--- config.mk ---
export PLATFORM = sky130hd
export DESIGN_NAME = group_arbiter_level_1
export DESIGN_NICKNAME = d
export VERILOG_FILES = /design/src/rtl/group_arbiter_level_1.sv
export SDC_FILE = /design/constraint.sdc
export NUM_CORES = 1
export LEC_CHECK = 0
export BUFFER_PORTS_ARGS = -buffer_cell sky130_fd_sc_hd__buf_4
export CAP_MARGIN = 5
export CORE_MARGIN = 4
export CORE_UTILIZATION = 35
export CTS_CLUSTER_DIAMETER = 40
export DETAILED_ROUTE_END_ITERATION = 12
export GPL_TIMING_DRIVEN = 0
export PLACE_DENSITY = 0.63
export SYNTH_ARGS = -nofsm -noshare
export SYNTH_HDL_FRONTEND = slang
export SYNTH_SLANG_ARGS = --single-unit
--- constraint.sdc ---
create_clock -name clk_i -period 11.6 [get_ports clk_i]
set_input_delay 2.32 -clock clk_i [delete_from_list [all_inputs] [get_ports clk_i]]
set_output_delay 2.32 -clock clk_i [all_outputs]
set_load 0.05 [all_outputs]
--- src/rtl/group_arbiter_level_1.sv ---
// Level-1 round-robin arbiter: grants one level-0 pixel group at a time, holds the
// enable until the group releases or the watchdog expires, then rotates priority.
module group_arbiter_level_1 #(
  parameter int Lvl_ROWS = 4,
  parameter int Lvl_COLS = 4,
  parameter int ADD_W    = 2,
  parameter int TIMEOUT  = 64,
  parameter int CNT_W    = 16
) (
  input  logic                               clk_i,
  input  logic                               reset_i,
  input  logic [Lvl_ROWS-1:0][Lvl_COLS-1:0]  req_i,
  input  logic                               grp_release_i,
  output logic [Lvl_ROWS-1:0][Lvl_COLS-1:0]  enable_o,
  output logic [ADD_W-1:0]                   x_add_o,
  output logic [ADD_W-1:0]                   y_add_o,
  output logic                               active_o,
  output logic                               timeout_o,
  output logic [CNT_W-1:0]                   grant_cnt_o
);

  localparam int N     = Lvl_ROWS * Lvl_COLS;
  localparam int IDX_W = (N > 1) ? $clog2(N) : 1;
  localparam int WD_W  = $clog2(TIMEOUT);
  localparam logic [N-1:0] ONE = N'(1);

  typedef enum logic {IDLE, GRANT} state_t;

  state_t            state_q, state_d;
  logic [N-1:0]      req_flat;
  logic [IDX_W-1:0]  ptr_q, sel_q, pick, cand, sel_inc;
  logic [WD_W-1:0]   wd_q;
  logic              any_req, wd_exp, grant_start, grant_end;

  assign req_flat = req_i;

  // First requester at or after ptr, wrapping at N (N need not be a power of two).
  always_comb begin
    pick    = '0;
    any_req = 1'b0;
    cand    = ptr_q;
    for (int k = 0; k < N; k++) begin
      if (!any_req && req_flat[cand]) begin
        pick    = cand;
        any_req = 1'b1;
      end
      cand = (cand == IDX_W'(N-1)) ? '0 : cand + 1'b1;
    end
  end

  assign sel_inc     = (sel_q == IDX_W'(N-1)) ? '0 : sel_q + 1'b1;
  assign wd_exp      = (wd_q == WD_W'(TIMEOUT-1));
  assign grant_start = (state_q == IDLE) && any_req;
  assign grant_end   = (state_q == GRANT) && (grp_release_i || wd_exp);

  always_ff @(posedge clk_i) begin
    if (reset_i) state_q <= IDLE;
    else         state_q <= state_d;
  end

  always_comb begin
    state_d = state_q;
    case (state_q)
      IDLE:    if (any_req)       state_d = GRANT;
      GRANT:   if (grant_end)     state_d = IDLE;
      default:                    state_d = IDLE;
    endcase
  end

  // Registered outputs and datapath; no input reaches an output combinationally.
  always_ff @(posedge clk_i) begin
    if (reset_i) begin
      enable_o    <= '0;
      x_add_o     <= '0;
      y_add_o     <= '0;
      active_o    <= 1'b0;
      timeout_o   <= 1'b0;
      grant_cnt_o <= '0;
      ptr_q       <= '0;
      sel_q       <= '0;
      wd_q        <= '0;
    end else begin
      timeout_o <= 1'b0;
      if (grant_start) begin
        sel_q       <= pick;
        enable_o    <= ONE << pick;
        x_add_o     <= ADD_W'(pick / IDX_W'(Lvl_COLS));
        y_add_o     <= ADD_W'(pick % IDX_W'(Lvl_COLS));
        active_o    <= 1'b1;
        wd_q        <= '0;
        grant_cnt_o <= grant_cnt_o + 1'b1;
      end else if (grant_end) begin
        enable_o  <= '0;
        x_add_o   <= '0;
        y_add_o   <= '0;
        active_o  <= 1'b0;
        ptr_q     <= sel_inc;
        // A release coinciding with expiry is a normal release.
        timeout_o <= !grp_release_i;
      end else if (state_q == GRANT) begin
        wd_q <= wd_q + 1'b1;
      end
    end
  end

endmodule
# After elaboration in Yosys (flattened, before gate mapping)
# Index checks and enable logic that the tools add are counted.
[classes]
add_sub_neg = 18
n_mul = 0
n_div = 0
magnitude_cmp = 16
eq_ne = 17
shifts = 1
muxes = 90
n_bitwise = 3
reduce_logical = 39
[op_table]
columns = ["cell", "n"]
rows = [
  ["$mux W4", 32],
  ["$lt A4 B5 Y1 const B", 16],
  ["$add A4 B1 Y4 const B", 16],
  ["$bmux W1 S4", 16],
  ["$eq A4 B4 Y1 const B", 16],
  ["$mux W1", 36],
  ["$mux W16", 2],
  ["$logic_and A1 B1 Y1", 17],
  ["$add A16 B1 Y16 const B", 1],
  ["$logic_not A1 Y1", 16],
  ["$shl A1 B4 Y16 const A", 1],
  ["$add A6 B1 Y6 const B", 1],
  ["$eq A6 B6 Y1 const B", 1],
  ["$mux W2", 3],
  ["$reduce_and A2 Y1", 2],
  ["$not A1 Y1", 3],
  ["$reduce_or A3 Y1", 1],
  ["$pmux W1 S2", 1],
  ["$reduce_bool A2 Y1", 1],
  ["$reduce_or A2 Y1", 1],
  ["$logic_or A1 B1 Y1", 1],
]
[word_totals]
register_bits = 53
latchBits = 0
ram_bits = 0
romBits = 0
input_bits = 19
elab_cells = 197
memories = 0

# Logic depth before layout (Yosys ltp)
# Gate-level depths: netlist of the first run.
[depth]
depth_word = 51
mapped_depth = 22
depth_no_buf = 17

# Worst setup path after synthesis of the first run
# No wires, ideal clock.
[synth_timing]
path_kind = "input to register"
start = "in req_i[3] in the netlist's numbering"
end = "reg enable_o[12] in the netlist's numbering"
t_arrival_ns = 6.070
required_ns = 11.540
slack_ns = 5.470
cell_stages = 16
cell_sequence = "mux4_2 -> mux2_2 -> nor2_1 -> a31oi_1 -> nor4_4 -> and3b_1 -> and2b_1 -> and2b_1 -> nand4_1 -> or4_1 -> buf_4 -> a2111oi_4 -> nor4_1 -> o31ai_4 -> nor3b_4 -> a22o_1"
[synth_between]
elab_chain_len = 50
word_cells_on_any_way = 98
cone_classes = "1 x shift; 65 x mux; 32 x reduce/logical"
[synth_lines]
columns = ["item", "line", "source"]
rows = [
  ["start, declared", "12", "input logic [Lvl_ROWS-1:0][Lvl_COLS-1:0] req_i,"],
  ["$bmux W1 S4", "43", "if (!any_req && req_flat[cand]) begin"],
  ["$mux W1 (implied by the code)", "43", ""],
  ["$mux W1", "43", ""],
  ["$logic_not A1 Y1", "43", ""],
  ["$logic_and A1 B1 Y1", "43", ""],
  ["$mux W1", "43", ""],
  ["$logic_not A1 Y1", "43", ""],
  ["$logic_and A1 B1 Y1", "43", ""],
  ["(+34 left out)", "n/a", ""],
  ["$logic_not A1 Y1", "43", ""],
  ["$logic_and A1 B1 Y1", "43", ""],
  ["$mux W1", "43", ""],
  ["$logic_not A1 Y1", "43", ""],
  ["$logic_and A1 B1 Y1", "43", ""],
  ["$mux W4 or $mux W1 (tied branches)", "43", ""],
  ["$shl A1 B4 Y16 or $logic_and A1 B1 Y1 (tied branches)", "86, 53", ""],
  ["$mux W16 or $reduce_bool A2 Y1 (tied branches)", "n/a", ""],
  ["end signal, assigned", "86", "enable_o <= ONE << pick;"],
  ["end, declared", "14", "output logic [Lvl_ROWS-1:0][Lvl_COLS-1:0] enable_o,"],
]
# Parallel ways exist; a longest one is shown, timed or not. The select of a mux whose other input is x is not followed.
# A chain may end at the register's enable or synchronous reset.

# Worst setup path after layout of the first run
[layout_timing]
start = "reg ptr_q[1]"
end = "reg enable_o[6] in the netlist's numbering"
[layout_between]
elab_chain_len = 50
word_cells_on_any_way = 143
cone_classes = "15 x add/sub; 15 x eq/ne; 1 x shift; 80 x mux; 32 x reduce/logical"
[layout_lines]
columns = ["item", "line", "source"]
rows = [
  ["start, declared", "31", "logic [IDX_W-1:0] ptr_q, sel_q, pick, cand, sel_inc;"],
  ["start signal, assigned", "97", "ptr_q <= sel_inc;"],
  ["parallel branches: the longest is 50 deep, another holds $add A4 B1 Y4", "n/a", ""],
]
# Parallel ways; which one is timed is not known. The select of a mux whose other input is x is not followed.

==> results of run 1 <==
sequential cells by signal (all words and copies together), names as in the netlist:
register	count
enable_o	16
grant_cnt_o	16
wd_q	6
ptr_q	4
sel_q	4
x_add_o	2
y_add_o	2
active_o	1
state_q	1
timeout_o	1
cell families after synthesis:
logic type / count (synthesis)
compound gates: 166
xor+xnor: 21
fa+ha+maj: 11
buf+inv: 44
flops: 53
mux: 74
simple gates: 221
layout make-up:
cell class	count	area, um2	area share, %
plain buffers	32	159	2.75
clock buffers	6	129	2.23
clock inverters	2	13.8	0.238
inverters	12	45.0	0.780
multi-input cells	493	3730	64.6
flip-flops and latches	53	1060	18.4
well taps	180	225	3.90
repair buffers	55	413	7.15
power by group through the flow:
stage / Sequential (uW) / Combinational (uW) / Clock [uW]
after global placement: 208 / 468 / 0
after detailed placement: 208 / 471 / 0
final: 204 / 483 / 147
after floorplan: 236 / 323 / 0
after global routing: 206 / 518 / 159
after CTS: 204 / 473 / 150
worst max-delay path: stages, from the launching register on:
cell and delay (ps):
dfxtp_1 410, clkbuf_1 400, inv_1 190, ha_1 330
buf_2 180, xnor2_1 880, a211oi_1 100, a211oi_1 230
mux2_4 200, mux2_4 330, o2111ai_1 500, nand2_4 140
a21oi_2 310, mux2_4 380, or4_1 470, buf_4 190
o221a_2 220, a221oi_1 730, nor2_1 240, a22o_1 260
cell usage in the layout, fill, tap and decap left out, types with 7 or more instances in the layout:
cell type	n
and3_1	13
mux2_2	10
nor2_1	48
xor2_1	13
mux4_2	16
nand4_1	14
a211oi_1	8
mux2i_1	40
a21o_1	7
dfxtp_1	53
a22o_1	18
a21oi_1	37
o211ai_1	8
ha_1	11
nor3_1	9
clkbuf_1	18
nor2b_1	10
and2_1	9
nand2_1	61
or3_1	8
nand3_1	18
inv_1	12
buf_2	10
buf_4	58
o21ai_0	27
routing by layer:
layer	wire [um]	GRT usage [%]
met1	7130	26.9
met5	0	0
met2	7540	32.2
met3	1200	3.14
met4	301	5.30
per-stage QoR:
stage / hold WS [ps] / setup WS (ps) / std cells / cell area [um2]
2_1_floorplan: 448 / 5470 / 590 / 5000
3_3_place_gp: 462 / 4720 / 825 / 5640
3_5_place_dp: 464 / 4730 / 825 / 5640
4_1_cts: 475 / 4880 / 833 / 5780
5_1_grt: 494 / 4240 / 833 / 5780
6_report: 470 / 4790 / 833 / 5780
final timing paths:
kind	startpoint	to	slack [ps]	depth (start not counted)
max reg2reg	ptr_q[1]	enable_o[6]	4790	19
min reg2reg	x_add_o[0]	x_add_o[0]	470	2
max	ptr_q[1]	enable_o[6]	4790	19
min	x_add_o[0]	x_add_o[0]	470	2
==> metrics.csv, run 1 <==
stage,metric,value,unit
synth,Syn Inst Count,590,
die,die width,127,um
pwr,Pleak,0.00230,uW
synth,Synth cell types,87,
layout,# fillers,1396,
pwr,combinational power share,57.9,%
sta,final number of setup-violating endpoints,0,
synth,register area share after synthesis,21.2,%
clock_network,CTS clock-pin slew for the worst setup and hold paths,70,ps
die,DIE AREA,0.0163,mm2
sta,Rel. slew slack,26.6,%
clock_network,"Setup Fix Bufs, Post-CTS",0,
clock_network,Root Driver,clkbuf_16,
setup_path,nature of the critical path endpoint,flip-flop,
pwr,Int Pwr,453,uW
run_status,outcome,"complete, no violations",
pwr,Switching Fraction,45.7,%
worst_hold_path,worst min path class,flip-flop to flip-flop,
synth,synthesized area per cell,8.47,um2
flow_run,Max Cap Violations,0,
sta,Final Hold Fails,0,
synth,syn_nets,620,
sta,minimum clock period,6810,ps
placed_design,post-DP HPWL,12800,um
detailed_routing,via count,5115,
synth,synth warn,0,
die,Core Region,0.0139,mm2
detailed_routing,initial DRC count,386,
sta,"Slew Viols, Final",0,
synth,top-count cell post-synth,nand2_1,
synth,Post-Synth Adder-Cell Area,2.75,%
grt,largest net degree at the start of global routing,17,
setup_path,startpoint type of the worst setup path,flip-flop,
die,Initial Util,35.9,%
placed_design,Routability Congestion,0.938,
clock_network,CTS tree,done,
pwr,Psw,381,uW
clock_network,CTS Buf Count,5,
synth,Synth Area in Compound Gates,24.6,%
layout,Nets,682,
detailed_routing,# DRC,0,
sta,final period utilization,58.7,%
grt,global-route wire length before repair,26300,um
synth,synth cell count leaders,"61 x nand2_1, 53 x dfxtp_1, 48 x nor2_1, 40 x mux2i_1, 37 x a21oi_1",
clock_network,CTS Hold Buffers Added,0,
synth,Synth top area share,21.2,%
pwr,clock network fraction of total power,17.6,%
synth,post-synthesis xor/xnor area fraction,4.13,%
layout,# diodes,0,
layout,share of cells above drive strength 1,20.4,%
synth,mapped cell area,0.00500,mm2
synth,Post-synth EDFFs,0,
grt,initial antenna violation count,0,
pwr,Sequential Power Share,24.5,%
detailed_routing,first-pass detailed-route iteration total,5,
detailed_routing,Routed wire per std cell,19.4,um
setup_path,"critical path fanouts, max",9,
layout,Layout area overhead,15.6,%
die,Die Height,127,um
synth,synth top area cells,"dfxtp_1 21%, mux2i_1 8.0%, mux4_2 7.2%",
synth,Post-synth top flop,dfxtp_1,
die,Row Count,43,
clock_network,CTS Sinks,53,
layout,post-route core utilization,41.5,%
detailed_routing,average vias per placed instance,6.14,
setup_path,WP data required,11780,ps
synth,cell taking the most area after synthesis,dfxtp_1,
placed_design,Buffers on Ports,55,
sta,Setup TNS,0,ps
sta,Slew @ Worst Pin,1090,ps
setup_path,"Arr. time, crit path",6990,ps
synth,largest family of logic cells by synthesized area,compound AO/OA/AOI/OAI gates,
synth,Synth Area in Simple Gates,23.0,%
grt,gr ovfl total,0,
pwr,"Power, Total",834,uW
synth,synthesized flop and latch total,53,
pwr,PwrDens,144,mW/mm2
clock_network,"Clk Latency, worst-skew pair",290,ps
clock_network,clock buffer depth,2,
grt,vias in the first global route,4962,
clock_network,cts repair resizes,0,
sta,RSZ-0062 raised after global routing,no,
sta,Fin Clk Skew,6.54,ps
sta,Max Clk Rate,0.147,GHz
pwr,Worst IR Drop VDD,75.9,uV
grt,GRT Total Usage,19.7,%
clock_network,H-tree depth,2,
die,I/O pin count,57,
setup_path,start-to-end type of the worst setup path,flip-flop to flip-flop,
synth,Async SR Flop Fraction,0,%
detailed_routing,Routed Antenna Nets,0,
synth,multiplexer share of the synthesized area,20.2,%
detailed_routing,WL final,16200,um
No activity file was read; power rests on OpenSTA's default activity.
==> run 2, diff against run 1 <==
Clock period 11.6 ns to 6.93 ns, I/O delays scaled along.
==> run 2 against run 1 <==
Against the previous run:
- sequential share of layout area fell by 0.12 points
- worst hold slack got worse by 0.91 ps
- sequential power is 68% higher
==> metrics.csv, run 2 (synthesized netlist as in run 1, its figures left out) <==
stage,metric,value,unit
layout,"most common cell after layout, fill and taps aside",nand2_1,
grt,vias in the first global route,4962,
clock_network,CTS Sinks,53,
sta,final number of setup-violating endpoints,0,
die,die width,127,um
placed_design,Routability Congestion,0.938,
pwr,Psw,642,uW
setup_path,R2R depth,21,
detailed_routing,Routed wire per std cell,19.4,um
setup_path,worst setup path endpoint,grant_cnt_o[9],
layout,most frequent cells in the layout,"61 x nand2_1, 58 x buf_4, 53 x dfxtp_1",
run_status,outcome,"complete, no violations",
placed_design,Placed Area,0.00564,mm2
sta,Fin Clk Skew,8.25,ps
setup_path,startpoint type of the worst setup path,flip-flop,
detailed_routing,# DRC,0,
clock_network,clock buffer depth,2,
detailed_routing,first-pass detailed-route iteration total,4,
placed_design,post-DP HPWL,12800,um
layout,Top Registers,"enable_o x16, grant_cnt_o x16, wd_q x6",
setup_path,R2R Path Start,ptr_q[1],
clock_network,Root Driver,clkbuf_16,
layout,final instance area,0.00582,mm2
detailed_routing,Routed Antenna Nets,0,
clock_network,CTS Buf Count,5,
worst_hold_path,worst min path class,flip-flop to flip-flop,
setup_path,start-to-end type of the worst setup path,flip-flop to flip-flop,
layout,Layout area overhead,16.4,%
pwr,PwrDens,242,mW/mm2
die,Core Region,0.0139,mm2
pwr,Int Pwr,763,uW
grt,global-route wire length before repair,26300,um
grt,gr ovfl total,0,
setup_path,r2r setup slk,670,ps
die,Die Height,127,um
layout,share of cells above drive strength 1,21.4,%
die,Initial Util,35.9,%
layout,# diodes,0,
setup_path,"Arr. time, crit path",6420,ps
clock_network,H-tree depth,2,
sta,Setup TNS,0,ps
setup_path,nature of the critical path endpoint,flip-flop,
flow_run,Max Cap Violations,0,
clock_network,"Clk Latency, worst-skew pair",290,ps
sta,Max Clk Rate,0.160,GHz
placed_design,Buffers on Ports,55,
sta,Slew @ Worst Pin,1040,ps
die,DIE AREA,0.0163,mm2
pwr,Worst IR Drop VDD,127,uV
pwr,Sequential Power Share,24.3,%
detailed_routing,routed wl met3,1140,um
detailed_routing,initial DRC count,458,
sta,Final Hold Fails,0,
detailed_routing,WL final,16100,um
clock_network,CTS clock-pin slew for the worst setup and hold paths,70,ps
grt,GRT Total Usage,19.7,%
pwr,clock network fraction of total power,17.6,%
setup_path,WP data required,7090,ps
sta,"Slew Viols, Final",0,
pwr,combinational power share,58.1,%
die,Row Count,43,
detailed_routing,average vias per placed instance,6.15,
detailed_routing,routed wl met2,7580,um
grt,largest net degree at the start of global routing,17,
setup_path,reg2reg end,grant_cnt_o[9],
pwr,Pleak,0.00231,uW
setup_path,"critical path fanouts, max",10,
detailed_routing,top layer used by detailed routing,met4,
sta,Rel. slew slack,30.2,%
pwr,Switching Fraction,45.7,%
layout,Nets,682,
die,I/O pin count,57,
detailed_routing,M1 WL,7140,um
sta,RSZ-0062 raised after global routing,no,
sta,minimum clock period,6260,ps
clock_network,CTS tree,done,
detailed_routing,via count,5122,
sta,final period utilization,90.3,%
grt,initial antenna violation count,0,
layout,# fillers,1394,
setup_path,CP Launch Point,ptr_q[1],
==> run 2: cell count changes in the layout (fill, tap and decap cells not counted) <==
cell | before | now
a221oi_1 | 5 | 4
a221oi_2 | 0 | 1
clkbuf_1 | 18 | 17
clkbuf_2 | 0 | 1
mux2i_1 | 40 | 39
mux2i_2 | 1 | 2
nor4bb_1 | 1 | 0
nor4bb_2 | 0 | 1
o2111ai_1 | 3 | 2
o2111ai_2 | 0 | 1
xnor2_1 | 6 | 5
xnor2_2 | 1 | 2
xor2_1 | 13 | 12
xor2_2 | 0 | 1
==> run 2: layer usage <==
layer	vias to the layer above	global-route usage, %
li1	2381	-
met1	2482	26.9
met2	236	32.2
met3	23	3.14
met4	0	5.30
met5	-	0
==> run 2: layout make-up <==
cell class	instances	area, um2	share of cell area (%)
buffer	32	160	2.75
clock buffer	6	129	2.22
clock inverter	2	13.8	0.237
inverter	12	45.0	0.774
multi-input combinational	493	3770	64.8
sequential	53	1060	18.2
tap	180	225	3.87
timing repair buffer	55	413	7.10
==> run 2: worst min path at each step <==
stage	from	end	depth (start not counted)
after floorplan	sel_q[1]	sel_q[1]	2
after global placement	x_add_o[0]	x_add_o[0]	2
after detailed placement	x_add_o[0]	x_add_o[0]	2
after CTS	x_add_o[0]	x_add_o[0]	2
after global routing	x_add_o[0]	x_add_o[0]	2
final	x_add_o[0]	x_add_o[0]	2
==> run 2: critical path, cell delays in order (launching register included) <==
cell	delay, ps
dfxtp_1	410
clkbuf_2	270
inv_1	140
ha_1	340
buf_6	150
o21ai_0	90
a221oi_1	340
o221ai_2	320
mux2_4	400
mux2_4	340
o2111a_1	290
nor2_2	240
mux2i_1	470
nand4_1	190
or4_1	520
buf_4	180
nor3_2	380
a21oi_2	230
nand4_1	220
clkbuf_1	360
or3_1	180
a21oi_1	60
==> run 2: power groups by stage <==
| stage | registers [uW] | logic, uW | clock network [uW] |
|---|---|---|---|
| final | 342 | 816 | 247 |
| after global routing | 344 | 875 | 267 |
| after CTS | 342 | 793 | 252 |
| after detailed placement | 349 | 788 | 0 |
| after global placement | 348 | 783 | 0 |
| after floorplan | 394 | 541 | 0 |
==> run 2: through the flow <==
step,power (uW),std cells,util [%],worst slack (ps),hold WS (ps)
final,1410,833,41.7,670,469
after global routing,1490,833,41.7,170,494
after CTS,1390,833,41.5,205,475
after detailed placement,1140,825,40.4,221,464
after global placement,1130,825,40.4,313,462
after floorplan,935,590,-,1490,448
==> run 2: what timing repair did <==
action	4_1_cts	5_1_grt
resized for setup	0	8
buffers inserted	0	0
hold buffers	0	0
setup endpoints to repair	0	42
